<file path="config.mk">
export PLATFORM = sky130hd
export DESIGN_NAME = ysyx_24090012_idu
export DESIGN_NICKNAME = d
export VERILOG_FILES = /design/src/rtl/ysyx_24090012_idu_pkg.sv /design/src/rtl/ysyx_24090012_imm_gen.sv /design/src/rtl/ysyx_24090012_idu.sv
export SDC_FILE = /design/constraint.sdc
export NUM_CORES = 1
export LEC_CHECK = 0
export CAP_MARGIN = 20
export CORE_MARGIN = 3
export CORE_UTILIZATION = 46
export DETAILED_ROUTE_END_ITERATION = 7
export GPL_TIMING_DRIVEN = 0
export PLACE_DENSITY_LB_ADDON = 0.1
export SETUP_SLACK_MARGIN = 0.1
export SKIP_LAST_GASP = 1
export SYNTH_ARGS = -nofsm -noshare
export SYNTH_HDL_FRONTEND = slang
export SYNTH_SLANG_ARGS = --single-unit
</file>
<file path="constraint.sdc">
create_clock -name clk -period 3.9 [get_ports clk]
set_clock_uncertainty 0.05 [all_clocks]
set_input_delay 0.585 -clock clk [delete_from_list [all_inputs] [get_ports clk]]
set_output_delay 0.585 -clock clk [all_outputs]
set_load 0.01 [all_outputs]
</file>
<file path="src/rtl/ysyx_24090012_idu_pkg.sv">
// ---------------------------------------------------------------------------
// ysyx_24090012_idu_pkg
// Shared definitions for the instruction decode stage:
//   - XLEN datapath width
//   - RV32I major opcode constants and the ebreak encoding
//   - ALU operation enum, immediate-type enum, stage FSM state enum
//   - idu_bundle_t: the registered control/operand bundle handed to the EXU
//   - alu_from_funct3(): maps funct3 (+ alternate bit) to an ALU operation
// ---------------------------------------------------------------------------
package ysyx_24090012_idu_pkg;

    localparam int XLEN = 32;

    localparam logic [6:0] OPC_LUI    = 7'b0110111;
    localparam logic [6:0] OPC_AUIPC  = 7'b0010111;
    localparam logic [6:0] OPC_JAL    = 7'b1101111;
    localparam logic [6:0] OPC_JALR   = 7'b1100111;
    localparam logic [6:0] OPC_BRANCH = 7'b1100011;
    localparam logic [6:0] OPC_LOAD   = 7'b0000011;
    localparam logic [6:0] OPC_STORE  = 7'b0100011;
    localparam logic [6:0] OPC_OPIMM  = 7'b0010011;
    localparam logic [6:0] OPC_OP     = 7'b0110011;
    localparam logic [6:0] OPC_SYSTEM = 7'b1110011;

    localparam logic [31:0] INST_EBREAK = 32'h0010_0073;

    typedef enum logic [3:0] {
        ALU_ADD   = 4'd0,
        ALU_SUB   = 4'd1,
        ALU_SLL   = 4'd2,
        ALU_SLT   = 4'd3,
        ALU_SLTU  = 4'd4,
        ALU_XOR   = 4'd5,
        ALU_SRL   = 4'd6,
        ALU_SRA   = 4'd7,
        ALU_OR    = 4'd8,
        ALU_AND   = 4'd9,
        ALU_PASSB = 4'd10
    } alu_op_e;

    typedef enum logic [2:0] {
        IMM_NONE = 3'd0,
        IMM_I    = 3'd1,
        IMM_S    = 3'd2,
        IMM_B    = 3'd3,
        IMM_U    = 3'd4,
        IMM_J    = 3'd5
    } imm_type_e;

    typedef enum logic {
        ST_RUN  = 1'b0,
        ST_HALT = 1'b1
    } idu_state_e;

    typedef struct packed {
        logic [XLEN-1:0] pc;
        logic [4:0]      rs1;
        logic [4:0]      rs2;
        logic [4:0]      rd;
        logic [XLEN-1:0] imm;
        logic [3:0]      alu_op;
        logic            alu_src_imm;
        logic            alu_src_pc;
        logic [2:0]      funct3;
        logic            mem_ren;
        logic            mem_wen;
        logic            rd_wen;
        logic            is_branch;
        logic            is_jal;
        logic            is_jalr;
        logic            is_ebreak;
        logic            illegal;
    } idu_bundle_t;

    // alt selects SUB over ADD (funct3=000) and SRA over SRL (funct3=101);
    // the caller decides when the alternate bit is meaningful.
    function automatic alu_op_e alu_from_funct3(input logic [2:0] f3, input logic alt);
        alu_op_e op;
        case (f3)
            3'b000:  op = alt ? ALU_SUB : ALU_ADD;
            3'b001:  op = ALU_SLL;
            3'b010:  op = ALU_SLT;
            3'b011:  op = ALU_SLTU;
            3'b100:  op = ALU_XOR;
            3'b101:  op = alt ? ALU_SRA : ALU_SRL;
            3'b110:  op = ALU_OR;
            default: op = ALU_AND;
        endcase
        return op;
    endfunction

endpackage

</file>
<file path="src/rtl/ysyx_24090012_imm_gen.sv">
// ---------------------------------------------------------------------------
// ysyx_24090012_imm_gen
// Combinational immediate extraction for RV32I formats.
//   inst_hi  in  25  instruction bits [31:7] (opcode field is not needed)
//   imm_type in  3   imm_type_e selector
//   imm      out XLEN sign-extended immediate (0 for IMM_NONE)
// All formats sign-extend from instruction bit 31.
// ---------------------------------------------------------------------------
module ysyx_24090012_imm_gen
    import ysyx_24090012_idu_pkg::*;
(
    input  logic [31:7]     inst_hi,
    input  logic [2:0]      imm_type,
    output logic [XLEN-1:0] imm
);

    always_comb begin
        imm = '0;
        case (imm_type)
            IMM_I:   imm = XLEN'($signed(inst_hi[31:20]));
            IMM_S:   imm = XLEN'($signed({inst_hi[31:25], inst_hi[11:7]}));
            IMM_B:   imm = XLEN'($signed({inst_hi[31], inst_hi[7], inst_hi[30:25],
                                          inst_hi[11:8], 1'b0}));
            IMM_U:   imm = XLEN'($signed({inst_hi[31:12], 12'b0}));
            IMM_J:   imm = XLEN'($signed({inst_hi[31], inst_hi[19:12], inst_hi[20],
                                          inst_hi[30:21], 1'b0}));
            default: imm = '0;
        endcase
    end

endmodule

</file>
<file path="src/rtl/ysyx_24090012_idu.sv">
// ---------------------------------------------------------------------------
// ysyx_24090012_idu
// Instruction decode stage between IFU and EXU. Decodes one RV32I instruction
// per IFU handshake into a registered bundle offered to the EXU with a second
// valid/ready handshake (latency 1, throughput 1/cycle). Accepting ebreak or
// an illegal encoding moves the stage to HALT, which only rst leaves; the
// triggering bundle is still delivered.
//
// Ports:
//   clk, rst                 clock, synchronous active-high reset
//   inst, pc, ifu_valid      IFU request; idu_ready back to IFU
//   exu_valid, exu_ready     EXU handshake
//   exu_pc, rs1, rs2, rd, imm, alu_op, alu_src_imm, alu_src_pc, funct3,
//   mem_ren, mem_wen, rd_wen, is_branch, is_jal, is_jalr, is_ebreak,
//   illegal                  registered decoded bundle
//   halted                   stage is in HALT
//
// Build option: define YSYX_24090012_RV32E_EN to restrict to 16 registers;
// any used register index >= 16 is then decoded as illegal.
// ---------------------------------------------------------------------------
module ysyx_24090012_idu
    import ysyx_24090012_idu_pkg::*;
(
    input  logic            clk,
    input  logic            rst,
    input  logic [31:0]     inst,
    input  logic [XLEN-1:0] pc,
    input  logic            ifu_valid,
    output logic            idu_ready,
    output logic            exu_valid,
    input  logic            exu_ready,
    output logic [XLEN-1:0] exu_pc,
    output logic [4:0]      rs1,
    output logic [4:0]      rs2,
    output logic [4:0]      rd,
    output logic [XLEN-1:0] imm,
    output logic [3:0]      alu_op,
    output logic            alu_src_imm,
    output logic            alu_src_pc,
    output logic [2:0]      funct3,
    output logic            mem_ren,
    output logic            mem_wen,
    output logic            rd_wen,
    output logic            is_branch,
    output logic            is_jal,
    output logic            is_jalr,
    output logic            is_ebreak,
    output logic            illegal,
    output logic            halted
);

    logic [6:0]      opcode;
    logic [2:0]      f3;
    logic [6:0]      f7;
    logic            legal;
    logic            rv32e_bad;
    imm_type_e       imm_type;
    logic [XLEN-1:0] imm_val;
    idu_bundle_t     dec;
    idu_bundle_t     dec_full;

    idu_state_e      state_q, state_d;
    logic            valid_q, valid_d;
    idu_bundle_t     bundle_q, bundle_d;
    logic            accept;

    assign opcode = inst[6:0];
    assign f3     = inst[14:12];
    assign f7     = inst[31:25];

`ifdef YSYX_24090012_RV32E_EN
    // Which register fields the opcode actually reads/writes: {rd, rs2, rs1}.
    logic [2:0] reg_used;
    logic [2:0] reg_hi;
    logic [4:0] reg_idx [3];

    assign reg_idx[0] = inst[19:15];
    assign reg_idx[1] = inst[24:20];
    assign reg_idx[2] = inst[11:7];

    always_comb begin
        reg_used = '0;
        case (opcode)
            OPC_LUI, OPC_AUIPC, OPC_JAL:    reg_used = 3'b100;
            OPC_JALR, OPC_LOAD, OPC_OPIMM:  reg_used = 3'b101;
            OPC_BRANCH, OPC_STORE:          reg_used = 3'b011;
            OPC_OP:                         reg_used = 3'b111;
            default:                        reg_used = 3'b000;
        endcase
    end

    genvar gi;
    for (gi = 0; gi < 3; gi++) begin : g_rv32e
        assign reg_hi[gi] = reg_used[gi] & reg_idx[gi][4];
    end

    assign rv32e_bad = |reg_hi;
`else
    assign rv32e_bad = 1'b0;
`endif

    // Main decoder. Register fields and funct3 are always raw passthrough;
    // an illegal encoding clears every control bit and the immediate.
    always_comb begin
        dec        = '0;
        imm_type   = IMM_NONE;
        legal      = 1'b1;
        dec.pc     = pc;
        dec.rs1    = inst[19:15];
        dec.rs2    = inst[24:20];
        dec.rd     = inst[11:7];
        dec.funct3 = f3;
        case (opcode)
            OPC_LUI: begin
                imm_type        = IMM_U;
                dec.alu_op      = ALU_PASSB;
                dec.alu_src_imm = 1'b1;
                dec.rd_wen      = 1'b1;
            end
            OPC_AUIPC: begin
                imm_type        = IMM_U;
                dec.alu_op      = ALU_ADD;
                dec.alu_src_imm = 1'b1;
                dec.alu_src_pc  = 1'b1;
                dec.rd_wen      = 1'b1;
            end
            OPC_JAL: begin
                imm_type        = IMM_J;
                dec.alu_op      = ALU_ADD;
                dec.alu_src_imm = 1'b1;
                dec.alu_src_pc  = 1'b1;
                dec.rd_wen      = 1'b1;
                dec.is_jal      = 1'b1;
            end
            OPC_JALR: begin
                legal           = (f3 == 3'b000);
                imm_type        = IMM_I;
                dec.alu_op      = ALU_ADD;
                dec.alu_src_imm = 1'b1;
                dec.rd_wen      = 1'b1;
                dec.is_jalr     = 1'b1;
            end
            OPC_BRANCH: begin
                legal           = (f3 != 3'b010) && (f3 != 3'b011);
                imm_type        = IMM_B;
                dec.alu_op      = ALU_SUB;
                dec.is_branch   = 1'b1;
            end
            OPC_LOAD: begin
                legal           = f3 inside {3'b000, 3'b001, 3'b010, 3'b100, 3'b101};
                imm_type        = IMM_I;
                dec.alu_op      = ALU_ADD;
                dec.alu_src_imm = 1'b1;
                dec.mem_ren     = 1'b1;
                dec.rd_wen      = 1'b1;
            end
            OPC_STORE: begin
                legal           = f3 inside {3'b000, 3'b001, 3'b010};
                imm_type        = IMM_S;
                dec.alu_op      = ALU_ADD;
                dec.alu_src_imm = 1'b1;
                dec.mem_wen     = 1'b1;
            end
            OPC_OPIMM: begin
                // Only shifts constrain funct7; bit 30 picks SRAI.
                if (f3 == 3'b001)
                    legal = (f7 == 7'b0000000);
                else if (f3 == 3'b101)
                    legal = (f7 == 7'b0000000) || (f7 == 7'b0100000);
                imm_type        = IMM_I;
                dec.alu_op      = alu_from_funct3(f3, f7[5] && (f3 == 3'b101));
                dec.alu_src_imm = 1'b1;
                dec.rd_wen      = 1'b1;
            end
            OPC_OP: begin
                legal      = (f7 == 7'b0000000) ||
                             ((f7 == 7'b0100000) && ((f3 == 3'b000) || (f3 == 3'b101)));
                dec.alu_op = alu_from_funct3(f3, f7[5]);
                dec.rd_wen = 1'b1;
            end
            OPC_SYSTEM: begin
                if (inst == INST_EBREAK)
                    dec.is_ebreak = 1'b1;
                else
                    legal = 1'b0;
            end
            default: legal = 1'b0;
        endcase

        if (rv32e_bad)
            legal = 1'b0;

        if (!legal) begin
            dec         = '0;
            dec.pc      = pc;
            dec.rs1     = inst[19:15];
            dec.rs2     = inst[24:20];
            dec.rd      = inst[11:7];
            dec.funct3  = f3;
            dec.illegal = 1'b1;
            imm_type    = IMM_NONE;
        end

        if (dec.rd == 5'd0)
            dec.rd_wen = 1'b0;
    end

    ysyx_24090012_imm_gen u_imm_gen (
        .inst_hi  (inst[31:7]),
        .imm_type (imm_type),
        .imm      (imm_val)
    );

    always_comb begin
        dec_full     = dec;
        dec_full.imm = imm_val;
    end

    // rst is folded in so the IFU never sees ready during reset.
    assign idu_ready = (state_q == ST_RUN) && !rst && (!valid_q || exu_ready);
    assign accept    = ifu_valid && idu_ready;

    always_comb begin
        state_d  = state_q;
        valid_d  = valid_q;
        bundle_d = bundle_q;
        if (accept) begin
            bundle_d = dec_full;
            valid_d  = 1'b1;
            if (dec_full.illegal || dec_full.is_ebreak)
                state_d = ST_HALT;
        end else if (valid_q && exu_ready) begin
            valid_d = 1'b0;
        end
    end

    always_ff @(posedge clk) begin
        if (rst) begin
            state_q  <= ST_RUN;
            valid_q  <= 1'b0;
            bundle_q <= '0;
        end else begin
            state_q  <= state_d;
            valid_q  <= valid_d;
            bundle_q <= bundle_d;
        end
    end

    assign exu_valid   = valid_q;
    assign halted      = (state_q == ST_HALT);
    assign exu_pc      = bundle_q.pc;
    assign rs1         = bundle_q.rs1;
    assign rs2         = bundle_q.rs2;
    assign rd          = bundle_q.rd;
    assign imm         = bundle_q.imm;
    assign alu_op      = bundle_q.alu_op;
    assign alu_src_imm = bundle_q.alu_src_imm;
    assign alu_src_pc  = bundle_q.alu_src_pc;
    assign funct3      = bundle_q.funct3;
    assign mem_ren     = bundle_q.mem_ren;
    assign mem_wen     = bundle_q.mem_wen;
    assign rd_wen      = bundle_q.rd_wen;
    assign is_branch   = bundle_q.is_branch;
    assign is_jal      = bundle_q.is_jal;
    assign is_jalr     = bundle_q.is_jalr;
    assign is_ebreak   = bundle_q.is_ebreak;
    assign illegal     = bundle_q.illegal;

endmodule

</file>
==> summary.md <==
| Metric | Value |
|---|---|
| Fin crit share | about four fifths |
| Clock sinks | approximately 100 |
| Final Max Slew Viols | 0 |
| Largest net degree at the start of global routing | 17 |
| Setup Buffers After CTS | 0 |
| Post-synth EDFFs | 0 |
| Post-route setup TNS | 0 ns |
| Largest stage delay, worst path | ~0.57 ns |
| Sequential area share after synthesis | about 48% |
| H-tree levels | 3 |
| Initial core utilization | around half |
| Hold Crit Class | flop to flop |
| Hold path start | imm[9] |
| Root buf cell | clkbuf_8 |
| WP buf/inv | 5 |
| DRC viols | 0 |
| Total wire length | ~14,000 µm |
| Syn Inst Count | around 530 |
| Max clock buf depth | 2 |
| Synth unique cells | 52 |
| Max Cap Viol | 0 |
| Fillers | a little over 700 |
| Area delta synth->final | 48.9% |
| Unrepaired setup endpoints after global routing | no |
| Via count | roughly 4,500 |
| Post-Layout Inst Area | 0.00606 mm² |
| CP cell instances | clkdlybuf4s50_1 > nor2_1 > and3_1 > clkbuf_1 > clkbuf_1 > clkbuf_1 > clkbuf_1 > nand2_1 > o21ai_0 |
| WS Path Type | input pin to flop |
| Worst Setup SP | rst |
| Chip width | 100 µm |
| Post-synth top area share | just under 50% |
| Total track usage | between 20% and 30% |
| Crit. End Element | flop |
| IO Port Bufs | 165 |
| Synth warnings | 0 |
| Utilization after layout | between 70 and 80% |
| Synthesized cell area | 0.00407 mm² |
| Initial antenna violation count | 0 |
| Slew margin rel. | 50.1% |
| Pwr dens | roughly 350 mW/mm² |
| Max IR drop VDD | between 0.0002 and 0.00025 V |
| Critical R2R Launch | halted |
| Main combinational cell family by area after synthesis | simple AND/OR/NAND/NOR gates |
| Simple-gate portion of the synthesized area | about 28% |
| Synthesized area per cell | 7.69 µm² |
| Clk slew on worst S/H paths | approximately 0.10 ns |
| Most frequent cell after synthesis | nand2_1 |
| CTS Buf Count | 9 |
| Wire per inst | 16.9 µm |
| Vias in the first global route | 4,260 |
| Post-synth ARST share | 0% |
| Kind of cell adding the most delay to the critical path | buffers and inverters |
| Layout Nets | roughly 770 |
| Req. time, crit path | between 4 and 5 ns |
| DP Area | roughly 0.0059 mm² |
| Die height | around 100 µm |
| Most frequent cells after synthesis | nand2_1 (158), dfxtp_1 (98), o21ai_0 (64) |
| Synth Area in Compound Gates | between 10% and 20% |
| Ports | 167 |
| First-pass GRT wire length | about 22,000 µm |
| Xor/xnor share of the synthesized area | 0.215% |
| Die area | around 0.01 mm² |
| Fmax | between 0.3 and 0.4 GHz |
| CTS tree | yes |
| DR vias/cell | ~5.5 |
| Crit path DAT | 3.41 ns |
| Most frequent CP cell | clkbuf_1 |
| Crit-path max FO | 10 |
| Synth Area in Adders | 0% |
| Final Hold Vio Count | 0 |
| Hold Buf Count CTS | 0 |
| TritonRoute pass-1 iters | 6 |
| DRT antenna net count | 0 |
| Worst slew pin tran | approximately 0.74 ns |
| Syn_nets | roughly 600 |
| Inserted Diodes | 0 |
| Final RePlAce weighted congestion | approximately 0.95 |
| Final min period | 3.16 ns |
| # setup viols final | 0 |
| Ys flop type | dfxtp_1 |
| Cts repair resizes | 0 |
| Clk_lat worst skew | between 0.3 and 0.4 ns |
| Dominant cells by area after synthesis | dfxtp_1 (48%), nand2_1 (15%), o21ai_0 (7.9%), a21oi_1 (3.1%), nor2_1 (3.0%) |
| Multiplexer area fraction after synthesis | less than 1% |
| Leading area contributor after synthesis | dfxtp_1 |
| Slowest-stage cell, CP | clkdlybuf4s50_1 |
| Total gr overflow | 0 |
| Pleak | between 2 and 2.5 nW |
| Core Area | 0.00838 mm² |
| Startpoint types | input pin |
| Outcome | completed |
| Row count | 33 |
| Fraction of layout cells with a size suffix above 1 | 4.65% |
| FF+latch count, synth | 98 |
| Drt first-iter violations | around 320 |
| Post-DP HPWL | roughly 11,000 µm |
[worst paths after layout]
kind | cells after the start | slack, ns | endpoint
setup reg to reg | 8 | 1.26 | exu_pc[6]
setup / recovery | 9 | 0.74 | exu_pc[6]
hold / removal | 2 | 0.40 | imm[9]
hold reg to reg | 2 | 0.40 | imm[9]
[tightest hold or removal path, delay by kind of cell, from the launching register on]
family,cells,cell delay (ns)
AO/OA/AOI/OAI,1,0.05
flip-flops,1,0.32
AND/OR/NAND/NOR,1,0.05
[registers in the layout, summed over array words and instances, names as in the netlist, 3 cells and up]
signal	flops
funct3	3
imm	32
rs1	5
exu_pc	32
rd	5
alu_op	4
rs2	5
[cell type report]
type | count | area [µm²] | share of cell area [%]
tap | 105 | 131 | 2.17
multi-input combinational | 389 | 1940 | 32.0
timing repair buffer | 165 | 1650 | 27.3
clock buffer | 13 | 179 | 2.95
clock inverter | 3 | 28.8 | 0.475
inverter | 4 | 15.0 | 0.248
sequential | 98 | 1960 | 32.4
buffer | 38 | 153 | 2.52
[where the power goes]
group	switching, mW	internal [mW]	leakage (nW)
combinational	0.186	0.188	1.26
clock	0.364	0.311	0.108
sequential	0.0261	1.05	0.800
[metrics by stage]
| stage | cells | hold WS, ns | total power, mW | setup slack, ns |
|---|---|---|---|---|
| 5_1_grt | 815 | 0.415 | 2.21 | 0.545 |
| 4_1_cts | 815 | 0.408 | 2.13 | 0.803 |
| 3_3_place_gp | 799 | 0.385 | 1.46 | 0.492 |
| 6_report | 815 | 0.405 | 2.13 | 0.738 |
| 2_1_floorplan | 529 | 0.419 | 1.24 | 1.50 |
| 3_5_place_dp | 799 | 0.395 | 1.47 | 0.424 |
[logic make-up (layout without fill, tap and decap cells)]
logic type,Yosys count,after routing
and+or+nand+nor,256,256
AOI/OAI and AO/OA,130,130
DFF,98,98
buffers and inverters,42,223
muxes,2,2
xor gates and xnor gates,1,1
[cells in the final DEF (no fill, tap or decap), drive strengths merged, types with 9 or more instances in the layout]
| master | n |
|---|---|
| buf | 9 |
| nor2 | 33 |
| nand3 | 20 |
| clkbuf | 42 |
| o21ai | 71 |
| nand2 | 158 |
| dfxtp | 98 |
| clkdlybuf4s50 | 165 |
| a21oi | 27 |
| nor3 | 11 |
[metal layers]
layer  vias to the layer above  global-route usage (%)  part of all wire [%]
met4                         0                    7.25                   1.6
li1                       2168                       -                     -
met5                         -                       0                     0
met3                        17                    5.35                   9.1
met2                       211                    44.3                    45
met1                      2104                    38.1                    45
No activity file was read; power rests on OpenSTA's default activity.
==> patch 1 (same flow settings) <==
Build with the macro `YSYX_24090012_RV32E_EN` defined.
--- a/src/rtl/ysyx_24090012_idu.sv
+++ b/src/rtl/ysyx_24090012_idu.sv
@@ -18,6 +18,8 @@
 // Build option: define YSYX_24090012_RV32E_EN to restrict to 16 registers;
 // any used register index >= 16 is then decoded as illegal.
 // ---------------------------------------------------------------------------
+`define YSYX_24090012_RV32E_EN
+
 module ysyx_24090012_idu
     import ysyx_24090012_idu_pkg::*;
 (
Check against the original RTL: not equivalent (a bounded check fails within 4 cycles, from zero or initial values and one cycle with rst high).
==> patch 1 against the unedited design <==
Power increased by 2.1%. Combinational power decreased by 5%. Sequential cell count stayed put. Area after synthesis up 1.2%. Cell area rose by 0.89%. Clock power up 11%. Wire length increased by 0.41%. Worst setup slack better by 180 ps. Die area rose by 1.1%. Critical endpoint is now imm[24]$_SDFFE_PP0P_. Highest routed layer unchanged.
==> patch 1: results (changes against the unedited design) <==
==================================================================================
Outcome                                                               finished clean
Detailed Place HPWL                                                       10600 um   +0.48%
Fraction of met2 tracks used by global routing                               45.4%   +1.0 points
First-pass GRT wire length                                                22100 um   +0.78%
DRC marker count from the first detailed-route iteration                       259   -18%
Number of cells traversed by the worst register-to-register path                 8   unchanged
Hold wc startpoint                                                    alu_op[0]$_SDFFE_PP0P_
Power Combinational                                                       0.357 mW   -5%
Layout fillers                                                                 686   -3.8%
Share of synthesized area occupied by flip-flops and latches                 47.7%   -0.56 points
Vias                                                                          4507   +0.16%
FF-to-FF Start                                                        exu_valid$_SDFFE_PP0P_
Met1 routed wirelength after detailed routing                              5500 um   -10%
Flop2flop setup slack                                                      1640 ps   +380 ps
Via count normalized by instance count                                        5.50   -0.33%
Maximum count of clock buffers along a single path                               2   unchanged
Total power density per cell area                                      355 mW/mm^2   +1.2%
Post-CTS resize count                                                            0   unchanged
TritonCTS buffer count                                                           9   unchanged
Hold Crit Class                                                         reg -> reg
Number of nets in the layout                                                   778   +0.65%
Count of buffers from port buffering                                           164   -0.61%
Synth area leaders                                                    dfxtp_1 (48%), nand2_1 (15%), o21ai_0 (8.1%), a21oi_1 (3.9%), o21ai_1 (3.3%)
Leakage power summed over all cells                                        2.14 nW   -1.3%
Commonest cells in the synthesized netlist                            nand2_1 (165), dfxtp_1 (98), o21ai_0 (67)
Power consumed by sequential cells                                         1.07 mW
DR pass1 iterations                                                              5   -1
Met3 Use GR                                                                  8.65%   +3.3 points
Met1 layer usage reported by global route                                    32.6%   -5.5 points
Async set-or-reset flop fraction in the synthesized netlist                     0%   unchanged
Worst Tran Pin Value                                                        550 ps   -188 ps
Post-route worst setup slack                                                915 ps   +178 ps
Vias in the first global route                                                4377   +2.7%
Share of final-layout standard cells stronger than drive strength 1          4.76%   +0.11 points
Hold Crit Depth                                                                  2   unchanged
Max VDD drop                                                            0.000287 V   +40%
Post-CTS setup buffers                                                           0   unchanged
DR WL met3                                                                 1310 um   +4.5%
Placer's final routability congestion estimate                               0.894   -5.9%
WL met2                                                                    6630 um   +7.7%
Overall routed net length                                                 13800 um   +0.41%
Origin of the worst setup path                                            inst[13]
Arr. time, crit path                                                       3190 ps   -220 ps
Unique cell type count in the Yosys netlist                                     55   +5.8%
Destination of the critical timing path                               imm[24]$_SDFFE_PP0P_
End of the worst hold path                                            alu_op[0]$_SDFFE_PP0P_
Combined global-route utilization of all metal layers                        27.4%   -0.12 points
Total cell area at the placement stage                                0.00589 sq mm   +0.64%
Worst hold margin                                                           400 ps   -4.66 ps
Cell total after placement                                                     804   +0.63%
Insertion delay of the later-clocked pin in the worst-skew pair             360 ps
Internal power                                                             1.60 mW   +3.5%
Placement-stage worst setup slack                                           620 ps   +196 ps
Synthesized Nets                                                               603   +1.0%
RR Endpoint                                                           imm[18]$_SDFFE_PP0P_
Synthesized area divided by synthesized cell count                      7.69 sq um   about the same
Peak per-stage delay on the critical path                                   550 ps   -20 ps
Highest fanout seen on the critical path                                        10   unchanged
==================================================================================
==> patch 1: cell types whose count changed after synthesis, moves of 7 or more <==
cell     change
nand3_1     -16
nand2_1      +7
o21ai_1     +20
a21oi_1      +7
a221o_1      -7
nor2_1      -13
==> patch 1: worst reg2reg max path: cells and delay by family (launching register included) <==
| family | cells | cell delay [ps] |
|---|---|---|
| buf+inv | 2 | 670 |
| compound gates | 1 | 110 |
| simple gates | 5 | 990 |
| flops | 1 | 320 |
==> patch 1: kinds of logic after synthesis <==
logic type / share of synthesized area, %
muxes: 0.517
AOI/OAI and AO/OA: 22.1
and+or+nand+nor: 25.2
buffers and inverters: 4.50
DFF: 47.7
==> patch 1: area by class of cell <==
cell class,instances,area (sq um),area share (%)
multi-input combinational,393,1970,32.2
sequential,98,1960,32.1
buffer,38,163,2.66
clock inverter,5,86.3,1.41
tap,105,131,2.15
inverter,6,22.5,0.368
timing repair buffer,164,1640,26.9
clock buffer,10,138,2.25
==> patch 2 (config.mk and constraints unchanged) <==
Without the edit above. Reset style: asynchronous (`rst`), changed in one clocked block. Comments in the files are not updated.
--- a/src/rtl/ysyx_24090012_idu.sv
+++ b/src/rtl/ysyx_24090012_idu.sv
@@ -234,7 +234,7 @@
         end
     end
 
-    always_ff @(posedge clk) begin
+    always_ff @(posedge clk or posedge rst) begin
         if (rst) begin
             state_q  <= ST_RUN;
             valid_q  <= 1'b0;
Formal check against the unedited RTL: differs if rst is asserted again (counterexample within 4 cycles, from zero or initial values and one cycle with rst high); with rst held inactive, the same outputs for 4 cycles.
==> patch 2 against the unedited design <==
Area after synthesis grew 6.6%. Highest routed layer unchanged. Sequential cell count is the same. Cell area grew 5.1%. Largest cell class unchanged. Worst setup slack gained 290 ps. First-iteration DRC count shrank 13%. Via count shrank 6.8%. Wire length shrank 4.0%.
Power is not compared: it rests on default switching activity, and its combinational part moved more than twofold at a synthesized area within 25%.
==> patch 2: results (changes against the unedited design) <==
==================================================================================
Layout fillers                                                                 719   +0.84%
Placement-stage worst setup slack                                           737 ps   +313 ps
Highest fanout seen on the critical path                                         8   -2
Detailed Place HPWL                                                       10000 um   -5.4%
DRC marker count from the first detailed-route iteration                       275   -13%
Overall routed net length                                                 13200 um   -4.0%
Met1 layer usage reported by global route                                    36.7%   -1.3 points
Synthesized Nets                                                               550   -7.9%
Maximum number of pins on one net before global-route repair                    71   +54
Commonest cells in the synthesized netlist                            nand2_1 (201), dfrtp_1 (98), nand3_1 (21)
DR pass1 iterations                                                              5   -1
First-pass GRT wire length                                                21000 um   -4.3%
WL met2                                                                    6240 um   +1.3%
Number of nets in the layout                                                   724   -6.3%
Share of final-layout standard cells stronger than drive strength 1          5.30%   +0.66 points
DR WL met3                                                                 1100 um   -12%
Share of synthesized area occupied by flip-flops and latches                 56.6%   +8.4 points
Flop2flop setup slack                                                      1470 ps   +210 ps
Post-synthesis compound-gate area fraction                                   13.2%   -5.6 points
Async set-or-reset flop fraction in the synthesized netlist                   100%   +100 points
Arr. time, crit path                                                       3110 ps   -300 ps
Worst hold margin                                                           431 ps   +26.3 ps
End of the worst hold path                                            exu_pc[10]$_DFFE_PP0P_
Synth area leaders                                                    dfrtp_1 (57%), nand2_1 (17%), nand3_1 (2.4%), o21ai_0 (2.3%), clkbuf_1 (1.6%)
Combined global-route utilization of all metal layers                        25.5%   -2.0 points
Cell with the largest stage delay on the worst path                          or4_1
Outcome                                                               finished clean
Vias in the first global route                                                4032   -5.4%
==================================================================================
==> patch 2: cell count changes in the layout (fill, tap and decap cells not counted), sizes merged, moves of 4 or more <==
cell	change
nor3	-6
nor2	-23
o21ai	-42
a22o	+4
dfrtp	+98
a221o	-8
a32oi	+6
clkbuf	-14
a21oi	-11
nand2	+43
dfxtp	-98
==> patch 2: final cells by class <==
cell class,count,area share [%]
clock buffer,10,2.16
multi-input combinational,350,27.2
timing repair buffer,163,25.9
inverter,5,0.334
buffer,29,2.10
clock inverter,5,1.73
tap,108,2.12
sequential,98,38.5
==> patch 2: how the worst max path moves through the flow <==
stage	end	slack, ps	depth (start not counted)
final	imm[12]$_DFFE_PP0P_	1020	8
after global placement	imm[26]$_DFFE_PP0P_	-750	2
after floorplan	alu_op[0]$_DFFE_PP0P_	700	1
after global routing	imm[12]$_DFFE_PP0P_	880	8
after detailed placement	imm[22]$_DFFE_PP0P_	740	9
after CTS	imm[12]$_DFFE_PP0P_	1110	8
==> patch 2: worst max-delay path, delay by kind of cell <==
kind | cells | cell delay, ps
compound gates | 2 | 600
buf+inv | 1 | 470
simple gates | 5 | 1450
==> patch 2: per-stage QoR <==
stage               TNS (ps)  total power, mW  instances  cell area [sq um]
global placement      -72770             2.62        752               6090
finish                     0             3.43        768               6370
detailed placement         0             2.66        753               6120
CTS                        0             3.46        768               6370
floorplan                  0             1.88        482               4330
global route               0             3.63        768               6370
==> patch 2: power groups by stage <==
stage	logic (mW)	registers, mW	clock network [mW]
2_1_floorplan	0.286	1.60	0
3_3_place_gp	1.16	1.45	0
3_5_place_dp	1.20	1.46	0
4_1_cts	1.20	1.45	0.814
5_1_grt	1.30	1.48	0.852
6_report	1.19	1.45	0.798
